<file path="src/rtl/rvfi_imem_pkg.sv">
// Shared types and constants for the RVFI instruction-memory responder.
// Holds the queued fetch entry layout and the age/latency limits.
package rvfi_imem_pkg;

    localparam int AGE_W       = 4;
    localparam int MAX_LATENCY = 15;
    // Widest fetch address an entry can carry; narrower XLEN is zero-extended.
    localparam int ADDR_W_MAX  = 64;

    typedef struct packed {
        logic [ADDR_W_MAX-1:0] addr;
        logic [31:0]           data;
        logic                  err;
        logic [AGE_W-1:0]      age;
    } imem_entry_t;

    function automatic logic [AGE_W-1:0] age_inc(input logic [AGE_W-1:0] a);
        return (a == '1) ? a : a + AGE_W'(1);
    endfunction

endpackage

</file>
<file path="src/rtl/rvfi_imem_responder_if.sv">
// Request/response handshake bundle between a fetch unit and the responder.
// The master issues fetches and consumes responses; the slave answers them.
interface rvfi_imem_responder_if #(
    parameter int XLEN = 32
);
    logic            req_valid;
    logic            req_ready;
    logic [XLEN-1:0] req_addr;
    logic            rsp_valid;
    logic            rsp_ready;
    logic [XLEN-1:0] rsp_addr;
    logic [31:0]     rsp_data;
    logic            rsp_err;

    modport master (
        output req_valid, req_addr, rsp_ready,
        input  req_ready, rsp_valid, rsp_addr, rsp_data, rsp_err
    );

    modport slave (
        input  req_valid, req_addr, rsp_ready,
        output req_ready, rsp_valid, rsp_addr, rsp_data, rsp_err
    );
endinterface

</file>
<file path="src/rtl/rvfi_imem_fifo.sv">
// In-order queue of outstanding fetches; every stored entry ages by one
// (saturating) each cycle so the responder can enforce a minimum latency.
module rvfi_imem_fifo
    import rvfi_imem_pkg::*;
#(
    parameter int DEPTH = 4
) (
    input  logic                   clk,
    input  logic                   resetn,
    input  logic                   push,
    input  logic                   pop,
    input  imem_entry_t            wr_entry,
    output imem_entry_t            head,
    output logic [$clog2(DEPTH):0] count
);
    localparam int PTR_W = $clog2(DEPTH);
    localparam int CNT_W = PTR_W + 1;

    imem_entry_t      mem [DEPTH];
    logic [PTR_W-1:0] wr_ptr;
    logic [PTR_W-1:0] rd_ptr;

    // DEPTH is a power of two, so pointers wrap by natural overflow.
    always_ff @(posedge clk) begin
        if (!resetn) begin
            wr_ptr <= '0;
            rd_ptr <= '0;
            count  <= '0;
        end else begin
            if (push) wr_ptr <= wr_ptr + PTR_W'(1);
            if (pop)  rd_ptr <= rd_ptr + PTR_W'(1);
            unique case ({push, pop})
                2'b10:   count <= count + CNT_W'(1);
                2'b01:   count <= count - CNT_W'(1);
                default: ;
            endcase
        end
    end

    // Only the age field is control state; payload fields are left unreset.
    always_ff @(posedge clk) begin
        for (int i = 0; i < DEPTH; i++) begin
            if (!resetn)
                mem[i].age <= '0;
            else if (push && wr_ptr == PTR_W'(i))
                mem[i] <= wr_entry;
            else
                mem[i].age <= age_inc(mem[i].age);
        end
    end

    assign head = mem[rd_ptr];

endmodule

</file>
<file path="src/rtl/rvfi_imem_responder.sv">
// Instruction-fetch responder for formal/RVFI harnesses: serves one probed
// halfword from imem_data and fills every other lane with free_data.
module rvfi_imem_responder
    import rvfi_imem_pkg::*;
#(
    parameter int XLEN    = 32,
    parameter int DEPTH   = 4,
    parameter int LATENCY = 1
) (
    input  logic                  clk,
    input  logic                  resetn,
    input  logic [XLEN-1:0]       imem_addr,
    input  logic [15:0]           imem_data,
    input  logic [31:0]           free_data,
    input  logic                  stall,
    rvfi_imem_responder_if.slave  bus
);
    localparam int CNT_W = $clog2(DEPTH) + 1;

    imem_entry_t      wr_entry;
    imem_entry_t      head;
    logic [CNT_W-1:0] count;
    logic             accept;
    logic             retire;
    logic             nonempty;
    logic             ripe;
    logic             rsp_hold;
    logic             rsp_valid;
    logic [15:0]      lo_half;
    logic [15:0]      hi_half;
    logic             unused_head_bits;

    assign bus.req_ready = resetn && (count < CNT_W'(DEPTH));
    assign accept        = bus.req_valid && bus.req_ready;
    assign retire        = rsp_valid && bus.rsp_ready;
    assign nonempty      = (count != '0);

    // The probed halfword may land in either lane; the +2 wraps modulo 2^XLEN.
    assign lo_half = (bus.req_addr == imem_addr) ? imem_data : free_data[15:0];
    assign hi_half = ((bus.req_addr + XLEN'(2)) == imem_addr) ? imem_data : free_data[31:16];

    always_comb begin
        wr_entry      = '0;
        wr_entry.addr = ADDR_W_MAX'(bus.req_addr);
        wr_entry.data = {hi_half, lo_half};
        wr_entry.err  = bus.req_addr[0];
        wr_entry.age  = '0;
    end

    rvfi_imem_fifo #(
        .DEPTH (DEPTH)
    ) u_fifo (
        .clk      (clk),
        .resetn   (resetn),
        .push     (accept),
        .pop      (retire),
        .wr_entry (wr_entry),
        .head     (head),
        .count    (count)
    );

    // Stored age counts edges since the accept edge, so age LATENCY-1 means
    // the request was accepted LATENCY cycles ago.
    assign ripe = head.age >= AGE_W'(LATENCY - 1);

    // Stall only gates the rise; once presented, a response is held to retire.
    assign rsp_valid = resetn && nonempty && (rsp_hold || (ripe && !stall));

    always_ff @(posedge clk) begin
        if (!resetn || retire)
            rsp_hold <= 1'b0;
        else if (rsp_valid)
            rsp_hold <= 1'b1;
    end

    assign bus.rsp_valid = rsp_valid;
    assign bus.rsp_addr  = nonempty ? head.addr[XLEN-1:0] : '0;
    assign bus.rsp_data  = nonempty ? head.data : '0;
    assign bus.rsp_err   = nonempty ? head.err : 1'b0;

    assign unused_head_bits = ^head.addr;

endmodule

</file>
<file path="src/flat_wrapper.sv">
// flat-port wrapper written by rule: the top's interface ports become plain ports
module rvfi_imem_responder_flat import rvfi_imem_pkg::*;
#(
    parameter int XLEN    = 32,
    parameter int DEPTH   = 4,
    parameter int LATENCY = 1
)
  (clk, resetn, imem_addr, imem_data, free_data, stall, bus_req_valid, bus_req_addr, bus_rsp_ready, bus_req_ready, bus_rsp_valid, bus_rsp_addr, bus_rsp_data, bus_rsp_err);
  rvfi_imem_responder_if #(.XLEN(XLEN)) bus_i ();
  input  logic clk;
  input  logic resetn;
  input  logic [XLEN-1:0] imem_addr;
  input  logic [15:0] imem_data;
  input  logic [31:0] free_data;
  input  logic stall;
  input wire logic [$bits(bus_i.req_valid)-1:0] bus_req_valid;
  input wire logic [$bits(bus_i.req_addr)-1:0] bus_req_addr;
  input wire logic [$bits(bus_i.rsp_ready)-1:0] bus_rsp_ready;
  output wire logic [$bits(bus_i.req_ready)-1:0] bus_req_ready;
  output wire logic [$bits(bus_i.rsp_valid)-1:0] bus_rsp_valid;
  output wire logic [$bits(bus_i.rsp_addr)-1:0] bus_rsp_addr;
  output wire logic [$bits(bus_i.rsp_data)-1:0] bus_rsp_data;
  output wire logic [$bits(bus_i.rsp_err)-1:0] bus_rsp_err;
  assign bus_i.req_valid = bus_req_valid;
  assign bus_i.req_addr = bus_req_addr;
  assign bus_i.rsp_ready = bus_rsp_ready;
  assign bus_req_ready = bus_i.req_ready;
  assign bus_rsp_valid = bus_i.rsp_valid;
  assign bus_rsp_addr = bus_i.rsp_addr;
  assign bus_rsp_data = bus_i.rsp_data;
  assign bus_rsp_err = bus_i.rsp_err;
  rvfi_imem_responder #(.XLEN(XLEN), .DEPTH(DEPTH), .LATENCY(LATENCY)) u_core (.clk(clk), .resetn(resetn), .imem_addr(imem_addr), .imem_data(imem_data), .free_data(free_data), .stall(stall), .bus(bus_i));
endmodule
</file>
<file path="config.mk">
export PLATFORM = sky130hd
export DESIGN_NAME = rvfi_imem_responder_flat
export DESIGN_NICKNAME = d
export VERILOG_FILES = /design/src/rtl/rvfi_imem_pkg.sv /design/src/rtl/rvfi_imem_responder_if.sv /design/src/rtl/rvfi_imem_fifo.sv /design/src/rtl/rvfi_imem_responder.sv /design/src/flat_wrapper.sv
export SDC_FILE = /design/constraint.sdc
export NUM_CORES = 1
export LEC_CHECK = 0
export CAP_MARGIN = 20
export CELL_PAD_IN_SITES_DETAIL_PLACEMENT = 0
export CELL_PAD_IN_SITES_GLOBAL_PLACEMENT = 1
export CORE_UTILIZATION = 54
export CTS_CLUSTER_SIZE = 24
export DETAILED_ROUTE_END_ITERATION = 7
export GPL_TIMING_DRIVEN = 0
export PLACE_DENSITY_LB_ADDON = 0.1
export REMOVE_ABC_BUFFERS = 1
export SYNTH_ARGS = -nofsm -noshare
export SYNTH_HDL_FRONTEND = slang
export SYNTH_HIERARCHICAL = 1
export SYNTH_SLANG_ARGS = --single-unit
</file>
<file path="constraint.sdc">
create_clock -name clk -period 7.5 [get_ports clk]
set_input_delay 0.75 -clock clk [delete_from_list [all_inputs] [get_ports clk]]
set_output_delay 0.75 -clock clk [all_outputs]
set_load 0.01 [all_outputs]
</file>
## After elaboration in Yosys (flattened, before gate mapping)

Memory sizes are Yosys's and may differ from the RTL's. A register that Yosys moved wholly into a read port is not among the register bits.
Index checks and enable logic that the tools add are counted.

| storage, ports and cells | value |
|---|---|
| ROM bits | 0 |
| register bits | 8 |
| memories | 1 |
| bits in writable memories | 276 |
| output and inout port bits | 67 |
| bits in latches | 0 |

Memory list:

| name | words | width | rd ports | clocked after Yosys merged registers in | write ports | RTL line | text |
|---|---|---|---|---|---|---|---|
| u_core.u_fifo.mem | 4 | 69 | 5 | 1 | 4 | rvfi_imem_fifo.sv:19 | `imem_entry_t mem [DEPTH];` |

| operators by class | value |
|---|---|
| add/subtract/negate cells | 9 |
| shift-type cells | 0 |
| multiplexer cells | 45 |
| $lt $le $gt $ge | 2 |
| multipliers | 0 |
| divide/modulo/power cells | 0 |
| bitwise operators | 8 |
| equality and inequality tests | 11 |
| reductions and logical operators | 17 |

Operator list:

| kind | count |
|---|---|
| $eq A32 B32 Y1 | 2 |
| $mux W32 | 2 |
| $mux W4 | 12 |
| $add A32 B2 Y32 const B | 1 |
| $mux W16 | 2 |
| $mux W1 | 26 |
| $add A4 B1 Y4 const B | 4 |
| $eq A4 B4 Y1 const B | 4 |
| $logic_and A1 B1 Y1 | 10 |
| $or A1 B1 Y1 | 8 |
| $eq A2 B2 Y1 const B | 3 |
| $pmux W3 S2 | 1 |
| $add A2 B1 Y2 const B | 2 |
| $eq A2 B1 Y1 const B | 2 |
| $ge A4 B1 Y1 const B | 1 |
| $mux W2 | 2 |
| $add A3 B1 Y3 const B | 1 |
| $lt A3 B3 Y1 const B | 1 |
| $reduce_bool A3 Y1 | 1 |
| $sub A3 B1 Y3 const B | 1 |
| $logic_not A1 Y1 | 2 |
| $logic_not A2 Y1 | 1 |
| $logic_or A1 B1 Y1 | 2 |
| $reduce_bool A2 Y1 | 1 |

## Longest topological paths before layout

| logic depth | value |
|---|---|
| depth after elaboration | 9 |
| gate-level depth with buffers | 11 |
| mapped depth without buffers | 10 |

## Modules after synthesis

The synthesis kept the hierarchy.

Modules (own cells, without submodules):

| module | sequential area each (sq um) | area an instance (sq um) | cells an instance | instances |
|---|---|---|---|---|
| rvfi_imem_fifo | 12311.8 | 15451.1 | 640 | 1 |
| rvfi_imem_responder | 20.0 | 2145.8 | 290 | 1 |

## Worst setup path before layout

OpenSTA, ideal clock, no wires.

| timing | value |
|---|---|
| path type | input to register |
| start point | input resetn |
| end point | memory u_core/u_fifo/mem[0][100] in the netlist's numbering (enable) |
| arrival | 3855 ps |
| path slack | 3178 ps |
| stages on the path | 5 |
| buffers on the path | 2 |
| setup time | 467 ps |
| cells stage by stage | nor2b_1 and2_1 clkbuf_1 buf_2 and3_1 |

RTL lines:

| item | RTL line | text |
|---|---|---|
| start: declaration | flat_wrapper.sv:11 | `input logic resetn;` |
| end: declaration | rvfi_imem_fifo.sv:19 |  |

==> impl_metrics.ini <==
[logic_synthesis]
yosysWarnings = 6
syn_inst = 679
syn_avg_cell_area_sq_um = 17.7
netlist_area_sq_um = 12000

[clocking]
hold_buffers = 0
clockBufferDepth = 3
post_cts_resized = 0
cts_buffers = 28
cts_tree = built
clk_latency_ps = 530
cts.sinks = 270
h-tree-depth = 1
clk_pin_slew_ps = 60
root_buffer = clkbuf_16
post-cts-setup-buffer-count = 0

[worst_setup_path]
r2r_cells = 10
worstReg2RegStart = u_core/u_fifo/count[0]
path_class = in2reg
cp.arrival_ps = 4330
worstPathRequired_ps = 7750
crit_path_start_kind = primary input
r2r_slack_ps = 5060
cp-end-kind = register
crit_path_end = u_core/u_fifo/mem[3][25]
reg2reg_to = u_core/u_fifo/count[2]
worstPathMaxFanout = 10
critPathLaunch = bus_req_addr[2]

[route]
via_count = 6768
drt_wl_total_mm = 25.3
drtIter0Drc = 483
viasPerCell = 5.76
postRouteAntennaNets = 0
route.detailed.drc = 0
dr.pass1.iters = 5
wire_per_inst_microns = 21.5

[timing]
final.setup.tns_ps = 0
setup_ws_ps = 3420
fin_crit_ps = 4080
rsz0062_at_grt = false
relSlewSlack_pct = 62.1
final-setup-viol-count = 0
hold_viol = 0
finalClockSkew_ps = 13.6
finalMaxSlewViolations = 0
fin_crit_sh_pct = 54.4
worstMarginPinSlew_ps = 567
fmax_mhz = 245

[placed_design]
place_ws_ps = 2920
io_buffers = 183
hpwl_mm = 16.7
place_congestion = 0.899
dp.cells = 1126

[pwr]
power.leakage_nw = 4.78
vdd_ir_drop_max_mv = 0.186
powerDensity_nw_per_um2 = 219

[final_layout]
fill_cells = 1447
nets = 1000
fin_cells = 1176
num_antenna_cells = 0
drive_gt1_share_pct = 18.3
synthToLayoutAreaGrowth_pct = 26.3

[floorplanning]
die_h_microns = 151
fp.coreArea_sq_um = 21800
die_area_sq_um = 22800
die_w_microns = 151
ios = 184
num_rows = 54
start_util_pct = 55.0

[global_route]
grt_max_degree = 56
overflow = 0
grt.total_usage_pct = 22.4
grt_pass1_vias = 6902
antenna_found_initial = 1
grt_first_pass_wirelength_mm = 37.9

[worst_hold_path]
hp-class = reg2reg

[flow_run]
drv_cap = 0

[outcome]
status = finished clean
==> how the worst min path moves through the flow <==
stage                                       from  cells past startpoint  slack, ps                endpoint
after floorplan                  u_core/rsp_hold                      2        470         u_core/rsp_hold
after global placement           u_core/rsp_hold                      2        490         u_core/rsp_hold
after detailed placement         u_core/rsp_hold                      2        510         u_core/rsp_hold
after CTS                        u_core/rsp_hold                      2        520         u_core/rsp_hold
after global routing      u_core/u_fifo/count[2]                      2        550  u_core/u_fifo/count[2]
final                            u_core/rsp_hold                      2        520         u_core/rsp_hold
==> flip-flops by register name, summed over array words and instances, names as in the netlist, named ones only <==
name	cells
u_core/u_fifo/count	3
u_core/u_fifo/wr_ptr	2
u_core/u_fifo/mem	260
u_core/rsp_hold	1
u_core/u_fifo/rd_ptr	2
==> metrics by stage <==
stage          cell area (sq um)  utilization (%)  hold WS (ps)  power (W)
2_1_floorplan              11800                -           472    0.00188
3_3_place_gp               14000             64.1           487    0.00208
3_5_place_dp               14300             65.6           505    0.00209
4_1_cts                    15100             69.4           519    0.00335
5_1_grt                    15100             69.4           554    0.00342
6_report                   15100             69.4           517    0.00332
==> metal layers <==
| layer | wire length (microns) | global-route usage [%] |
|---|---|---|
| met1 | 10600 | 30.2 |
| met2 | 12800 | 38.8 |
| met3 | 1380 | 2.74 |
| met4 | 508 | 5.95 |
| met5 | 0 | 0 |
==> cell usage in the layout, fill, tap and decap left out, types with 4 or more instances in the layout <==
master             n
mux4_2            65
nor2b_1           69
a31oi_1            6
nand4_1           13
and3_1             4
dfxtp_1            8
o21ai_0            6
and2_1             9
nor2_1            12
ha_1               6
nand3_1           13
inv_1             14
nor3_1             8
and3_4             4
clkbuf_1           7
clkinv_1           8
nand2_1           11
edfxtp_1         260
clkdlybuf4s50_1  183
clkbuf_16         29
and4_1             5
xnor2_1           23
nor4_1            11
buf_16             6
buf_6              8
xor2_1            29
mux2_4            10
mux2_2            22
clkinv_2           5
==> worst max-delay path, cell delays in order <==
cell and delay [ps]:
clkdlybuf4s50_1 670, ha_1 300, nand3_1 200, nor4_4 570
nand4_1 200, xnor2_1 170, nor4_1 250, nand4_1 210
nor4_4 340, buf_6 240, mux2_2 400
==> power breakdown <==
group	internal (W)	leakage, nW	switching, W	total, W
Sequential	0.00167	2.43	0.00000824	0.00168
Combinational	0.000201	1.93	0.000174	0.000375
Clock	0.000734	0.412	0.000524	0.00126
==> final cells by class <==
type	instances	area [sq um]	share of cell area [%]
Multi-Input combinational cell	363	3770	24.9
Inverter	14	52.6	0.347
Timing Repair Buffer	199	2120	14.0
Sequential cell	270	8020	52.9
Clock buffer	36	752	4.97
Tap cell	280	350	2.31
Clock inverter	14	85.1	0.562
No activity file was read; power rests on OpenSTA's default activity.
